<file path="config.mk">
export PLATFORM = sky130hd
export DESIGN_NAME = seg_display_ctrl
export DESIGN_NICKNAME = d
export VERILOG_FILES = /design/src/rtl/seg_display_ctrl.sv
export SDC_FILE = /design/constraint.sdc
export NUM_CORES = 1
export LEC_CHECK = 0
export CAP_MARGIN = 20
export CORE_MARGIN = 2
export CORE_UTILIZATION = 45
export CTS_BUF_LIST = sky130_fd_sc_hd__clkbuf_8 sky130_fd_sc_hd__clkbuf_16
export CTS_CLUSTER_DIAMETER = 60
export CTS_CLUSTER_SIZE = 24
export DETAILED_ROUTE_END_ITERATION = 8
export PLACE_DENSITY = 0.65
export SKIP_CTS_REPAIR_TIMING = 1
export SLEW_MARGIN = 20
export SYNTH_ARGS = -nofsm -noshare
export SYNTH_HDL_FRONTEND = slang
export SYNTH_SLANG_ARGS = --single-unit
</file>
<file path="constraint.sdc">
create_clock -name clk -period 4 [get_ports clk]
set_input_delay 0.8 -clock clk [delete_from_list [all_inputs] [get_ports clk]]
set_output_delay 0.8 -clock clk [all_outputs]
set_load 0.05 [all_outputs]
</file>
<file path="src/rtl/seg_display_ctrl.sv">
// seg_display_ctrl: multi-channel seven-segment display controller.
// Snapshots CHANNELS binary values, converts them one at a time with a
// bit-serial double-dabble engine, and commits all channel digits at once.
module seg_display_ctrl #(
  parameter int CHANNELS = 2,
  parameter int IN_WIDTH = 6,
  parameter int DIGITS   = 2
) (
  input  logic                           clk,
  input  logic                           rst_n,
  input  logic                           en,
  input  logic                           mode,
  input  logic                           blank_lz,
  input  logic [CHANNELS*IN_WIDTH-1:0]   in,
  output logic [CHANNELS*DIGITS*7-1:0]   hex,
  output logic [CHANNELS-1:0]            overflow,
  output logic                           valid
);

  // Digit register is wide enough that the conversion never truncates.
  localparam int BCD_MIN = 4 * ((IN_WIDTH + 2) / 3) + 4;
  localparam int BW      = (4 * DIGITS > BCD_MIN) ? 4 * DIGITS : BCD_MIN;
  localparam int NN      = BW / 4;
  localparam int CW      = (CHANNELS > 1) ? $clog2(CHANNELS) : 1;
  localparam int BCW     = (IN_WIDTH > 1) ? $clog2(IN_WIDTH) : 1;
  localparam int SW      = CHANNELS * IN_WIDTH;
  localparam int HW      = CHANNELS * DIGITS * 7;

  localparam logic [6:0] SEG_BLANK = 7'h7F;
  localparam logic [6:0] SEG_DASH  = 7'h3F;

  typedef enum logic [1:0] {ST_CAPTURE, ST_CONVERT, ST_COMMIT} state_e;

  state_e              state_q;
  logic [SW-1:0]       snap_q;
  logic                mode_q;
  logic                blank_q;
  logic [CW-1:0]       ch_q;
  logic [BCW-1:0]      bit_q;
  logic [BW-1:0]       bcd_q;
  logic [HW-1:0]       hex_q;
  logic [CHANNELS-1:0] ovf_q;
  logic                valid_q;

  logic [BW-1:0]       bcd_corr_d;
  logic [BW-1:0]       bcd_shift_d;
  logic [DIGITS*7-1:0] seg_word_d;
  logic                ovf_now_d;
  logic                last_bit;
  logic [HW-1:0]       stage_hex;
  logic [CHANNELS-1:0] stage_ovf;

  // Active-low segment pattern {g,f,e,d,c,b,a} for one hex digit.
  function automatic logic [6:0] seg7(input logic [3:0] nib);
    logic [6:0] s;
    unique case (nib)
      4'h0: s = 7'h40;
      4'h1: s = 7'h79;
      4'h2: s = 7'h24;
      4'h3: s = 7'h30;
      4'h4: s = 7'h19;
      4'h5: s = 7'h12;
      4'h6: s = 7'h02;
      4'h7: s = 7'h78;
      4'h8: s = 7'h00;
      4'h9: s = 7'h10;
      4'hA: s = 7'h08;
      4'hB: s = 7'h03;
      4'hC: s = 7'h46;
      4'hD: s = 7'h21;
      4'hE: s = 7'h06;
      default: s = 7'h0E;
    endcase
    return s;
  endfunction

  // The snapshot is one shift register; its MSB is always the next bit in.
  // Channels are therefore converted from the highest index down.
  assign last_bit = (bit_q == BCW'(IN_WIDTH - 1));

  // Add-3 correction (decimal only) followed by a one-bit left shift.
  always_comb begin
    bcd_corr_d = bcd_q;
    if (!mode_q) begin
      for (int n = 0; n < NN; n++) begin
        if (bcd_q[4*n +: 4] >= 4'd5) begin
          bcd_corr_d[4*n +: 4] = bcd_q[4*n +: 4] + 4'd3;
        end
      end
    end
    bcd_shift_d = (bcd_corr_d << 1) | BW'(snap_q[SW-1]);
  end

  // Map the finished digits to segments with overflow and zero blanking.
  always_comb begin
    logic       lead;
    logic [3:0] nib;
    ovf_now_d  = 1'b0;
    seg_word_d = '0;
    lead       = blank_q;
    nib        = 4'd0;
    for (int n = DIGITS; n < NN; n++) begin
      ovf_now_d = ovf_now_d | (bcd_shift_d[4*n +: 4] != 4'd0);
    end
    for (int d = DIGITS - 1; d >= 0; d--) begin
      nib = bcd_shift_d[4*d +: 4];
      if (ovf_now_d) begin
        seg_word_d[7*d +: 7] = SEG_DASH;
      end else if (lead && (d != 0) && (nib == 4'd0)) begin
        seg_word_d[7*d +: 7] = SEG_BLANK;
      end else begin
        seg_word_d[7*d +: 7] = seg7(nib);
        lead = 1'b0;
      end
    end
  end

  // Per-channel staging area, written when that channel's last bit shifts in.
  for (genvar gi = 0; gi < CHANNELS; gi++) begin : g_stage
    logic [DIGITS*7-1:0] seg_q;
    logic                ovf_q;

    // Hold this channel's result until the commit copies it out.
    always_ff @(posedge clk or negedge rst_n) begin
      if (!rst_n) begin
        seg_q <= '1;
        ovf_q <= 1'b0;
      end else if (state_q == ST_CONVERT && last_bit &&
                   ch_q == CW'(CHANNELS - 1 - gi)) begin
        seg_q <= seg_word_d;
        ovf_q <= ovf_now_d;
      end
    end

    assign stage_hex[gi*DIGITS*7 +: DIGITS*7] = seg_q;
    assign stage_ovf[gi]                      = ovf_q;
  end

  // Capture / convert / commit sequencer with registered outputs.
  always_ff @(posedge clk or negedge rst_n) begin
    if (!rst_n) begin
      state_q <= ST_CAPTURE;
      snap_q  <= '0;
      mode_q  <= 1'b0;
      blank_q <= 1'b0;
      ch_q    <= '0;
      bit_q   <= '0;
      bcd_q   <= '0;
      hex_q   <= '1;
      ovf_q   <= '0;
      valid_q <= 1'b0;
    end else begin
      valid_q <= 1'b0;
      unique case (state_q)
        ST_CAPTURE: begin
          if (en) begin
            snap_q  <= in;
            mode_q  <= mode;
            blank_q <= blank_lz;
            ch_q    <= '0;
            bit_q   <= '0;
            bcd_q   <= '0;
            state_q <= ST_CONVERT;
          end
        end
        ST_CONVERT: begin
          snap_q <= snap_q << 1;
          if (last_bit) begin
            bit_q <= '0;
            bcd_q <= '0;
            if (ch_q == CW'(CHANNELS - 1)) begin
              state_q <= ST_COMMIT;
            end else begin
              ch_q <= ch_q + CW'(1);
            end
          end else begin
            bit_q <= bit_q + BCW'(1);
            bcd_q <= bcd_shift_d;
          end
        end
        ST_COMMIT: begin
          hex_q   <= stage_hex;
          ovf_q   <= stage_ovf;
          valid_q <= 1'b1;
          state_q <= ST_CAPTURE;
        end
        default: state_q <= ST_CAPTURE;
      endcase
    end
  end

  assign hex      = hex_q;
  assign overflow = ovf_q;
  assign valid    = valid_q;

endmodule

</file>
### Word-level counts from Yosys, hierarchy flattened

Memory sizes are Yosys's and may differ from the RTL's.
Index checks and enable logic that the tools add are counted.

| cells by class | value |
|---|---|
| add/sub/neg operators | 5 |
| $lt $le $gt $ge | 3 |
| eq/ne operators | 6 |
| muxes and demuxes | 24 |
| bitwise gates (word level) | 2 |
| reduce and logical (&&, ||, !) cells | 12 |

Operator list:

| cell | number |
|---|---|
| one-hot mux 12 bit (2 select lines) | 2 |
| two-way mux 12 bit | 3 |
| two-way mux 7 bit | 3 |
| greater-or-equal comparator 4 x 3 -> 1 bit (second input constant) | 3 |
| bitwise OR 12 x 1 -> 12 bit | 1 |
| two-way mux 11 bit | 1 |
| two-way mux 3 bit | 3 |
| adder 4 x 2 -> 4 bit (second input constant) | 2 |
| two-way mux 4 bit | 2 |
| two-way mux 2 bit | 3 |
| inequality test 2 bit (second input constant) | 3 |
| one-hot mux 3 bit (2 select lines) | 1 |
| AND reduction 3 bit | 2 |
| logical AND 1 bit | 4 |
| zero test 4 bit | 1 |
| two-way mux 1 bit | 4 |
| one-hot mux 2 bit (2 select lines) | 1 |
| AND reduction 2 bit | 2 |
| nonzero test 4 bit | 1 |
| adder 3 x 1 -> 3 bit (second input constant) | 1 |
| adder 3 x 2 -> 3 bit (second input constant) | 1 |
| == test 3 bit (second input constant) | 1 |
| == test 2 x 1 -> 1 bit (second input constant) | 1 |
| == test 2 bit (second input constant) | 1 |
| 5 further kinds | 5 |

| storage, ports and cells | value |
|---|---|
| flip-flop bits (word level) | 93 |
| memory bits (read-only) | 224 |
| input bits | 17 |
| output and inout bits | 31 |
| word-level logic and storage cells | 68 |
| memories kept | 2 |

Memories:

| memory | depth | bits a word | read ports | clocked after Yosys merged registers in | wr ports | RTL line | source |
|---|---|---|---|---|---|---|---|
| (no name shown) | 16 | 7 | 1 | 0 | 0 | 56 | `unique case (nib)` |
| (no name shown) | 16 | 7 | 1 | 0 | 0 | 56 |  |

### Logic depth before layout (Yosys ltp)

| logic depth | value |
|---|---|
| word-level depth | 8 |
| mapped depth | 13 |
| depth with buffers taken out | 12 |

### Least setup slack after synthesis

No wires, ideal clock.

| timing path | value |
|---|---|
| path kind | register to register |
| start | register bcd_q[1] |
| end | register g_stage[0].seg_q[12] |
| library setup time | 0.082 ns |
| arrival | 2.761 ns |
| required time | 3.918 ns |
| path slack | 1.157 ns |
| stages on the path, launching flop included | 13 |
| buffers on the path | 1 |
| clock period less this slack | 2.843 ns |
| cells stage by stage | dfrtp_1 > clkbuf_1 > inv_1 > ha_1 > nor2b_1 > or4_4 > and2_4 > ha_1 > nand2_1 > a211oi_2 > nor3_2 > o221ai_1 > mux2_2 |

| between the ends | value |
|---|---|
| word-level cells in the longest chain between the ends | 8 |
| elaborated cells on any way between the ends | 10 |
| classes of those cells | add/sub: 1; order compare: 1; mux: 4; bitwise: 1; reduce/logical: 2; memory: 1 |

RTL lines:

| element | RTL line | source |
|---|---|---|
| start: declaration | 40 | `logic [BW-1:0] bcd_q;` |
| start signal: assignment | 178 | `bcd_q <= bcd_shift_d;` |
| adder 4 x 2 -> 4 bit / greater-or-equal comparator 4 x 3 -> 1 bit (equally long branches) | 87, 86 |  |
| two-way mux 4 bit (*) | 86 | `if (bcd_q[4*n +: 4] >= 4'd5) begin` |
| two-way mux 11 bit (*) | 84 | `if (!mode_q) begin` |
| bitwise OR 12 x 1 -> 12 bit (*) | 91 | `bcd_shift_d = (bcd_corr_d << 1) \| BW'(snap_q[SW-1]);` |
| parallel branches: the longest is 2 deep, another holds memory read (16 x 7 bit) | n/a |  |
| two-way mux 7 bit (*) | 109 | `end else if (lead && (d != 0) && (nib == 4'd0)) begin` |
| two-way mux 7 bit (*) | 107 | `if (ovf_now_d) begin` |
| end signal: assignment | 130 | `seg_q <= seg_word_d;` |
| end: declaration | 120 | `logic [DIGITS*7-1:0] seg_q;` |

Mark *: on every way between the ends.
A chain may end at the register's enable or synchronous reset.

### Worst setup path after layout

Ends and elaborated chain as after synthesis.

==> flow_summary.json <==
{
  "status": "complete, no violations",
  "p_per_area_nw_per_um2": 889,
  "reg2regPathDepth": 11,
  "cts.sinks": 93,
  "drc": 0,
  "core_region_area_sq_um": 10300,
  "place_congestion": 0.810,
  "fin_ws_ps": 945,
  "critPathRequiredTime_ps": 4290,
  "final_cell_mix": "dfstp_2, mux2_2, clkdlybuf4s50_1, nand2_1, dfrtp_1",
  "yosysTopAreaCell": "dfstp_2",
  "finalClockSkew_ps": 9.53,
  "regArea_sq_um": 2400,
  "yosysSeqAreaShare_pct": 50.5,
  "grtUsageTotal_pct": 18.7,
  "grt_pass1_wl_mm": 16.8,
  "drt_iter0_drc": 136,
  "insertedDiodeCount": 0,
  "cp-start-kind": "flop",
  "tns_ps": 0,
  "path_clk_slew_ps": 100,
  "setup_viol": 0,
  "dr.pass1.iters": 4,
  "final_common_cell": "dfstp_2",
  "ys_seq_elements": 93,
  "utilization_pct": 54.2,
  "synth.top_cell.area_share_pct": 31.0,
  "cap_viol_max_count": 0,
  "tightest_slew_ps": 946,
  "grt.overflow.total": 0,
  "criticalPathCategory": "flop to flop",
  "multiInputGateArea_sq_um": 2190,
  "ir_worst_vdd_uv": 331,
  "drive_gt1_share_pct": 30.1,
  "design.die.area_sq_um": 11400,
  "yosys_warnings": 0,
  "syn2layout_area_growth_pct": 17.3,
  "crit_top_cell": "ha_1",
  "die_x_um": 107,
  "syn-num-nets": 466,
  "total_power_mw": 4.95,
  "ys.flop_type": "dfstp_2",
  "numCtsBuffers": 9,
  "clk_latency_ps": 360,
  "antenna_left": 0,
  "synth_area_sq_um": 4750,
  "min_period_over_period_pct": 76.4,
  "fin_crit_ps": 3060,
  "crit_chain": "inv_1 -> ha_1 -> nor2b_1 -> or4_4 -> and2_4 -> ha_1 -> nand2_1 -> a211oi_2 -> nor3_2 -> o221ai_1 -> mux2_2",
  "clock.fmax_mhz": 327,
  "slew_headroom_pct": 36.9,
  "clockRootBuffer": "clkbuf_8",
  "cp-end-kind": "flop",
  "grt_max_degree": 74,
  "yosysUniqueCellTypes": 60,
  "drv_slew": 0,
  "arrival_ps": 3350,
  "n_fill_cell": 912,
  "io_buffer_count": 47,
  "finalWirelength_mm": 9.82,
  "worst_path_largest_cell_delay_ps": 570,
  "hold_class": "flop to flop",
  "num_vias": 3363,
  "nets": 504,
  "hpwl_mm": 6.82,
  "synth-async-reset-ratio_pct": 100,
  "final_hold_viol_count": 0,
  "yosys-top-cells-area": "dfstp_2, dfrtp_1, mux2_2, mux2i_1, o21ai_0",
  "whs_path_depth": 2,
  "place_ws_ps": 966,
  "start_util_pct": 46.2,
  "die_y_um": 107,
  "via_per_inst": 5.47,
  "synth-edff-count": 0,
  "wl_per_cell_um": 16.0,
  "htreeDepth": 3,
  "syn_avg_cell_area_sq_um": 10.9,
  "crit_slowest_cell": "dfrtp_1",
  "rsz0062_at_grt": "no",
  "rows": 37,
  "clockBufferDepth": 2,
  "first_global_vias": 3378,
  "cts_tree": "yes",
  "cp_max_fo": 11,
  "p_leak_nw": 2.30,
  "syn_inst": 436,
  "io_pins": 48,
  "antenna_found_initial": 0
}
## routing by layer
metal	GRT usage [%]	routed length, um	vias to the layer above
met5	0	0	-
met4	5.75	144	0
met3	3.77	405	11
met2	31.2	4910	60
met1	24.5	4360	1666
li1	-	-	1626
## synth_stat cells (2+ instances only)
library cell and number:
dfstp_2 56, mux2_2 51, nand2_1 43, dfrtp_1 37, o21ai_0 33, nor2_1 26
mux2i_1 20, a21oi_1 17, clkbuf_1 16, inv_1 14, ha_1 13, nand4_1 9
buf_2 8, nand3_1 7, nand2b_1 6, nor3_1 5, xnor2_1 5, a31oi_1 4
nor2b_1 4, o211ai_1 4, o21ai_1 4, o21a_1 3, o21bai_1 3, o311ai_1 3
o31ai_1 3, a211oi_2 2, a221oi_1 2, and3_1 2, o2111ai_1 2, o22ai_1 2
or2_1 2, xor2_1 2
## area by class of cell
type	count	share of cell area [%]
well taps	136	3.05
multi-input cells	302	39.4
inverters	15	1.01
repair buffers	53	9.21
clock buffers	10	2.67
flip-flops and latches	93	43.0
clock inverters	6	1.66
## per-stage QoR
| stage | std cells | area [sq um] | hold slack [ps] |
|---|---|---|---|
| 2_1_floorplan | 436 | 4750 | 442 |
| 3_3_place_gp | 599 | 5330 | 458 |
| 3_5_place_dp | 599 | 5330 | 460 |
| 4_1_cts | 615 | 5570 | 479 |
| 5_1_grt | 615 | 5570 | 494 |
| 6_report | 615 | 5570 | 472 |
## cell families after synthesis
| group | count (synthesis) | share of synthesized area [%] |
|---|---|---|
| flops | 93 | 50.5 |
| xor+xnor | 7 | 1.29 |
| simple gates | 117 | 12.2 |
| mux | 71 | 16.3 |
| compound gates | 94 | 12.7 |
| buf+inv | 41 | 3.61 |
| fa+ha+maj | 13 | 3.42 |
## report_power, final
group	leakage, nW	internal [mW]	total [mW]	switching, mW
clock	0.125	0.396	0.742	0.347
combinational	1.12	0.957	2.46	1.50
sequential	1.05	1.46	1.75	0.287
total	2.30	2.82	4.95	2.14
## critical path, delay by kind of cell (launching register included)
family / cells / cell delay (ps)
adder cells (fa/ha/maj): 2 / 490
buffers and inverters: 1 / 190
flip-flops: 1 / 570
multiplexers: 1 / 300
AND/OR/NAND/NOR: 5 / 1170
AO/OA/AOI/OAI: 2 / 270
## path summary, 6_finish.rpt
check                                                        end  slack (ps)                             start
max in group asynchronous                     hex[3]$_DFFE_PN1P_        2550                             rst_n
worst max-delay path            g_stage[0].seg_q[12]$_DFFE_PN1P_         940              bcd_q[1]$_DFFE_PN0P_
worst min register to register  g_stage[1].seg_q[13]$_DFFE_PN1P_         470  g_stage[1].seg_q[13]$_DFFE_PN1P_
min in group asynchronous                  snap_q[8]$_DFFE_PN0P_         550                             rst_n
worst min-delay path            g_stage[1].seg_q[13]$_DFFE_PN1P_         470  g_stage[1].seg_q[13]$_DFFE_PN1P_
worst max register to register  g_stage[0].seg_q[12]$_DFFE_PN1P_         940              bcd_q[1]$_DFFE_PN0P_
## registers in the layout, summed over array words and instances (netlist names)
signal / cells
state_q: 2
overflow: 2
blank_q: 1
hex: 28
g_stage.ovf_q: 2
bcd_q: 12
g_stage.seg_q: 28
ch_q: 1
valid: 1
mode_q: 1
bit_q: 3
snap_q: 12
(Power assumes the default switching activity.)
==> variant 1 (same settings) <==
`IN_WIDTH`: 6 -> 3.
--- a/src/rtl/seg_display_ctrl.sv
+++ b/src/rtl/seg_display_ctrl.sv
@@ -3,7 +3,7 @@
 // bit-serial double-dabble engine, and commits all channel digits at once.
 module seg_display_ctrl #(
   parameter int CHANNELS = 2,
-  parameter int IN_WIDTH = 6,
+  parameter int IN_WIDTH = 3,
   parameter int DIGITS   = 2
 ) (
   input  logic                           clk,
Ports: changed (resized in); port bits go from 48 to 42. The function was not compared with the original's and may differ.
==> variant 1 against the original RTL <==
- global-route usage increased by 0.73 points
- worst setup slack got worse by 0.15 ns
- design area decreased by 12%
- fmax decreased by 4.7%
- routed wire length decreased by 5.3%
- power decreased by 14%
- sequential cell count decreased by 15
- synthesized area decreased by 10%
- clock power decreased by 26%
- largest cell class is now multi-input gates
- highest routed layer unchanged
==> variant 1: results (changes against the original RTL) <==
input/output buffers=39 (-17%); synth top area cells=dfstp_2, dfrtp_1, mux2_2, nand2_1, ha_1; Leak=1.89 nW (-18%); Multi-input gate area=2080 sq um (-5.1%); Max-area cell class=multi-input gates; ClkCell Share=3.70% (-0.63 points); layout cell share with drive strength beyond 1=31.0% (+0.93 points); via/cell ratio=5.93 (+8.4%); total length of routed wires=9.30 mm (-5.3%); synthesized instance count=406 (-6.9%); FF/Latch Area=2020 sq um (-16%); # clk buffers=9 (-1); first-pass GRT wire length=15.7 mm (-7.0%); global-route usage over all layers=19.4% (+0.73 points); VDD IR max=393 uV (+19%); Synth Area in Adders=3.23% (-0.19 points); register share of the cell area=41.2% (-1.8 points); metal3 WL=484 microns (+20%); Max Clock Skew=0.00901 ns (-0.000520 ns); status=finished, final reports clean; Comb group=2.18 mW (-11%); Worst EP arrival=3.50 ns (+0.15 ns); post-synthesis mux area share=12.4% (-3.9 points); final std cells w/o fill=553 (-10%); number of non-clock inverters=14 (-1); GRT met1 Usage=25.6% (+1.2 points); Fillers=845 (-7.3%); GP Congestion=0.888 (+9.6%); #MultiIn Comb=290 (-4.0%); DP Area=4720 sq um (-11%); utilization after layout=53.3% (-0.91 points); CP max FO=15 (+4); Placed Cells=537 (-10%); Internal=2.35 mW (-16%); Non-CTS buffers=44 (-17%); slowest cell delay on critical path=0.55 ns (-0.02 ns); compound-cell area share of the yosys netlist=18.0% (+5.4 points); slew of the pin with the lowest slew margin=0.951 ns (+0.00542 ns); met3 usage=3.93% (+0.16 points); vias in the first global route=3117 (-7.7%); met2 global-route usage=32.0% (+0.78 points); Power Total=4.27 mW (-14%); sequential element share of the synthesized area=47.5% (-3.0 points); HPWL Detailed=6.34 mm (-7.0%); synth cell count leaders=dfstp_2, mux2_2, nand2_1, o21ai_0, dfrtp_1; First DRT Iteration DRCs=137 (+0.74%)
## variant 1: cell count changes after synthesis, moves of 5 or more
cell and delta:
o21ai_0 -6, dfrtp_1 -15, nor2b_1 +9, nor4_1 +5
nand4_1 -7, mux2i_1 -18, a211oi_1 +6, mux2_2 -6
nor2_1 -10, nand2_1 -6, a22oi_1 +6
## variant 1: tightest hold or removal path: stages, from the launching register on
cell	delay [ns]
dfstp_2	0.37
nand2_1	0.04
o31ai_1	0.06
## variant 1: final timing paths
| check | start | end | slack, ns | cells after the start |
|---|---|---|---|---|
| setup / recovery | bcd_q[1] | g_stage[1].seg_q[9] | 0.80 | 10 |
| min in group asynchronous | rst_n | valid | 0.59 | 1 |
| setup reg to reg | bcd_q[1] | g_stage[1].seg_q[9] | 0.80 | 10 |
| max in group asynchronous | rst_n | bit_q[0] | 2.80 | 1 |
| hold reg to reg | g_stage[0].seg_q[7] | g_stage[0].seg_q[7] | 0.47 | 2 |
| hold / removal | g_stage[0].seg_q[7] | g_stage[0].seg_q[7] | 0.47 | 2 |
==> variant 2 (config.mk and constraints unchanged) <==
Made on the original files. The 3 states of `state_e` get a one-hot encoding in 3 bits.
--- a/src/rtl/seg_display_ctrl.sv
+++ b/src/rtl/seg_display_ctrl.sv
@@ -29,7 +29,7 @@
   localparam logic [6:0] SEG_BLANK = 7'h7F;
   localparam logic [6:0] SEG_DASH  = 7'h3F;
 
-  typedef enum logic [1:0] {ST_CAPTURE, ST_CONVERT, ST_COMMIT} state_e;
+  typedef enum logic [2:0] {ST_CAPTURE = 3'b001, ST_CONVERT = 3'b010, ST_COMMIT = 3'b100} state_e;
 
   state_e              state_q;
   logic [SW-1:0]       snap_q;
Function: same outputs for any inputs over 10 cycles, from zero or initial values and one cycle with rst_n low; not proved beyond that.
==> variant 2 against the original RTL <==
- critical path depth unchanged
- worst setup slack worse by 0.25 ns
- count of clock-buffer cells in the layout shrank 1
- first-iteration DRC count is 6.6% higher
- synthesized area increased by 0.97%
- die area rose by 0.94%
- sequential cell count up 1
- routed wire length shrank 0.98%
- design area up 0.36%
- utilization is essentially flat
- clock skew grew 0.0063 ns
Power is not compared: it rests on default switching activity, and its combinational part moved more than twofold at a synthesized area within 25%.
==> variant 2: results (changes against the original RTL) <==
compound-cell area share of the yosys netlist=14.2% (+1.5 points); fraction of registers with async set/reset=100% (unchanged); total CTS buffers=9 (unchanged); Leak=2.23 nW; HPWL Detailed=6.70 mm (-1.6%); relative slew slack=36.1% (-0.87 points); largest net degree at the start of global routing=82 (+11%); TritonRoute pass-1 iters=4 (unchanged); CTS root buf=clkbuf_8; layout net count=498 (-1.2%); post-synth net total=452 (-3.0%); post-synthesis mux area share=15.3% (-1.0 points); maxcap violations=0 (unchanged); clock latency on the worst-skew pair=0.37 ns; GP Congestion=0.808 (-0.27%); first-pass GRT wire length=16.5 mm (-2.0%); sequential element share of the synthesized area=50.5% (+0.061 points); XOR/XNOR share of the synthesized area=1.85% (+0.56 points); CTS clk-pin slew, worst paths=0.10 ns (about the same); Worst EP arrival=3.60 ns (+0.25 ns); CTS max path bufs=2 (unchanged); Synth cell types=68 (+13%); synth cell count leaders=dfstp_2, mux2_2, nand2_1, dfrtp_1, nor2_1; H-Tree Depth=3 (unchanged); synth top area cells=dfstp_2, dfrtp_1, mux2_2, mux2i_1, ha_1; First DRT Iteration DRCs=145 (+6.6%); status=finished, final reports clean; DR WL/cell=16.0 microns (about the same); Synth warnings=0 (unchanged); initial antenna violation count=0 (unchanged); input/output buffers=47 (unchanged); CP max FO=9 (-2); via count=3337 (-0.77%); Max Clock Skew=0.0159 ns (+0.00632 ns); ANT cells=0 (unchanged); hold crit path type=input port to asynchronous set/reset pin; Synth Area in Adders=3.39% (-0.033 points); global-route usage over all layers=18.4% (-0.30 points); layout cell share with drive strength beyond 1=29.6% (-0.46 points); VDD IR max=238 uV
## variant 2: metrics by stage
stage	setup WS, ns	total power [mW]	area [sq um]	hold slack, ns	instances
after CTS	0.714	2.74	5590	0.487	609
after global placement	0.949	2.07	5380	0.461	592
after detailed placement	0.731	2.10	5390	0.474	593
after floorplan	1.26	1.88	4800	0.449	422
after global routing	0.265	2.90	5590	0.502	609
final	0.694	2.72	5590	0.466	609
## variant 2: report_power, final
group | leakage, nW | switching (mW) | internal (mW)
Clock | 0.101 | 0.344 | 0.291
Sequential | 1.07 | 0.116 | 1.07
Combinational | 1.05 | 0.512 | 0.381
## variant 2: final timing paths
kind | from | endpoint | slack [ns] | cells after the start
setup / recovery | bcd_q[1] | g_stage[0].seg_q[13] | 0.69 | 11
hold / removal | rst_n | valid | 0.47 | 1
setup reg to reg | bcd_q[1] | g_stage[0].seg_q[13] | 0.69 | 11
hold reg to reg | g_stage[0].seg_q[0] | g_stage[0].seg_q[0] | 0.48 | 2
max in group asynchronous | rst_n | hex[18] | 2.80 | 2
min in group clk | g_stage[0].seg_q[0] | g_stage[0].seg_q[0] | 0.48 | 2
## variant 2: final cells by class
| type | count | area [sq um] |
|---|---|---|
| inverter | 15 | 56.3 |
| fill | 881 | 4730 |
| timing repair buffer | 56 | 543 |
| clock buffer | 9 | 124 |
| multi-input combinational | 292 | 2200 |
| tap | 136 | 170 |
| clock inverter | 7 | 72.6 |
| sequential | 94 | 2420 |
## variant 2: logic make-up (layout without fill, tap and decap cells)
| kind of cell | after synthesis | in the layout |
|---|---|---|
| AND/OR/NAND/NOR | 112 | 112 |
| flip-flops | 94 | 94 |
| AO/OA/AOI/OAI | 93 | 93 |
| buffers and inverters | 36 | 87 |
| XOR/XNOR | 8 | 8 |
| multiplexers | 66 | 66 |
| adder cells (fa/ha/maj) | 13 | 13 |
## variant 2: critical path, stage by stage, from the launching register on
cell and delay (ns):
dfrtp_1 0.51, clkinv_1 0.31, ha_1 0.30, nor2b_1 0.20, nor2_1 0.06, mux2i_1 0.56, inv_1 0.19, ha_1 0.32
o211ai_1 0.20, o221ai_1 0.14, a221oi_1 0.32, o21ai_0 0.12
## variant 2: routing by layer
layer / wire length (microns) / vias to the layer above / global-route usage, %
li1: - / 1598 / -
met1: 4420 / 1669 / 24.5
met2: 4800 / 56 / 30.0
met3: 333 / 14 / 3.57
met4: 176 / 0 / 6.12
met5: 0 / - / 0
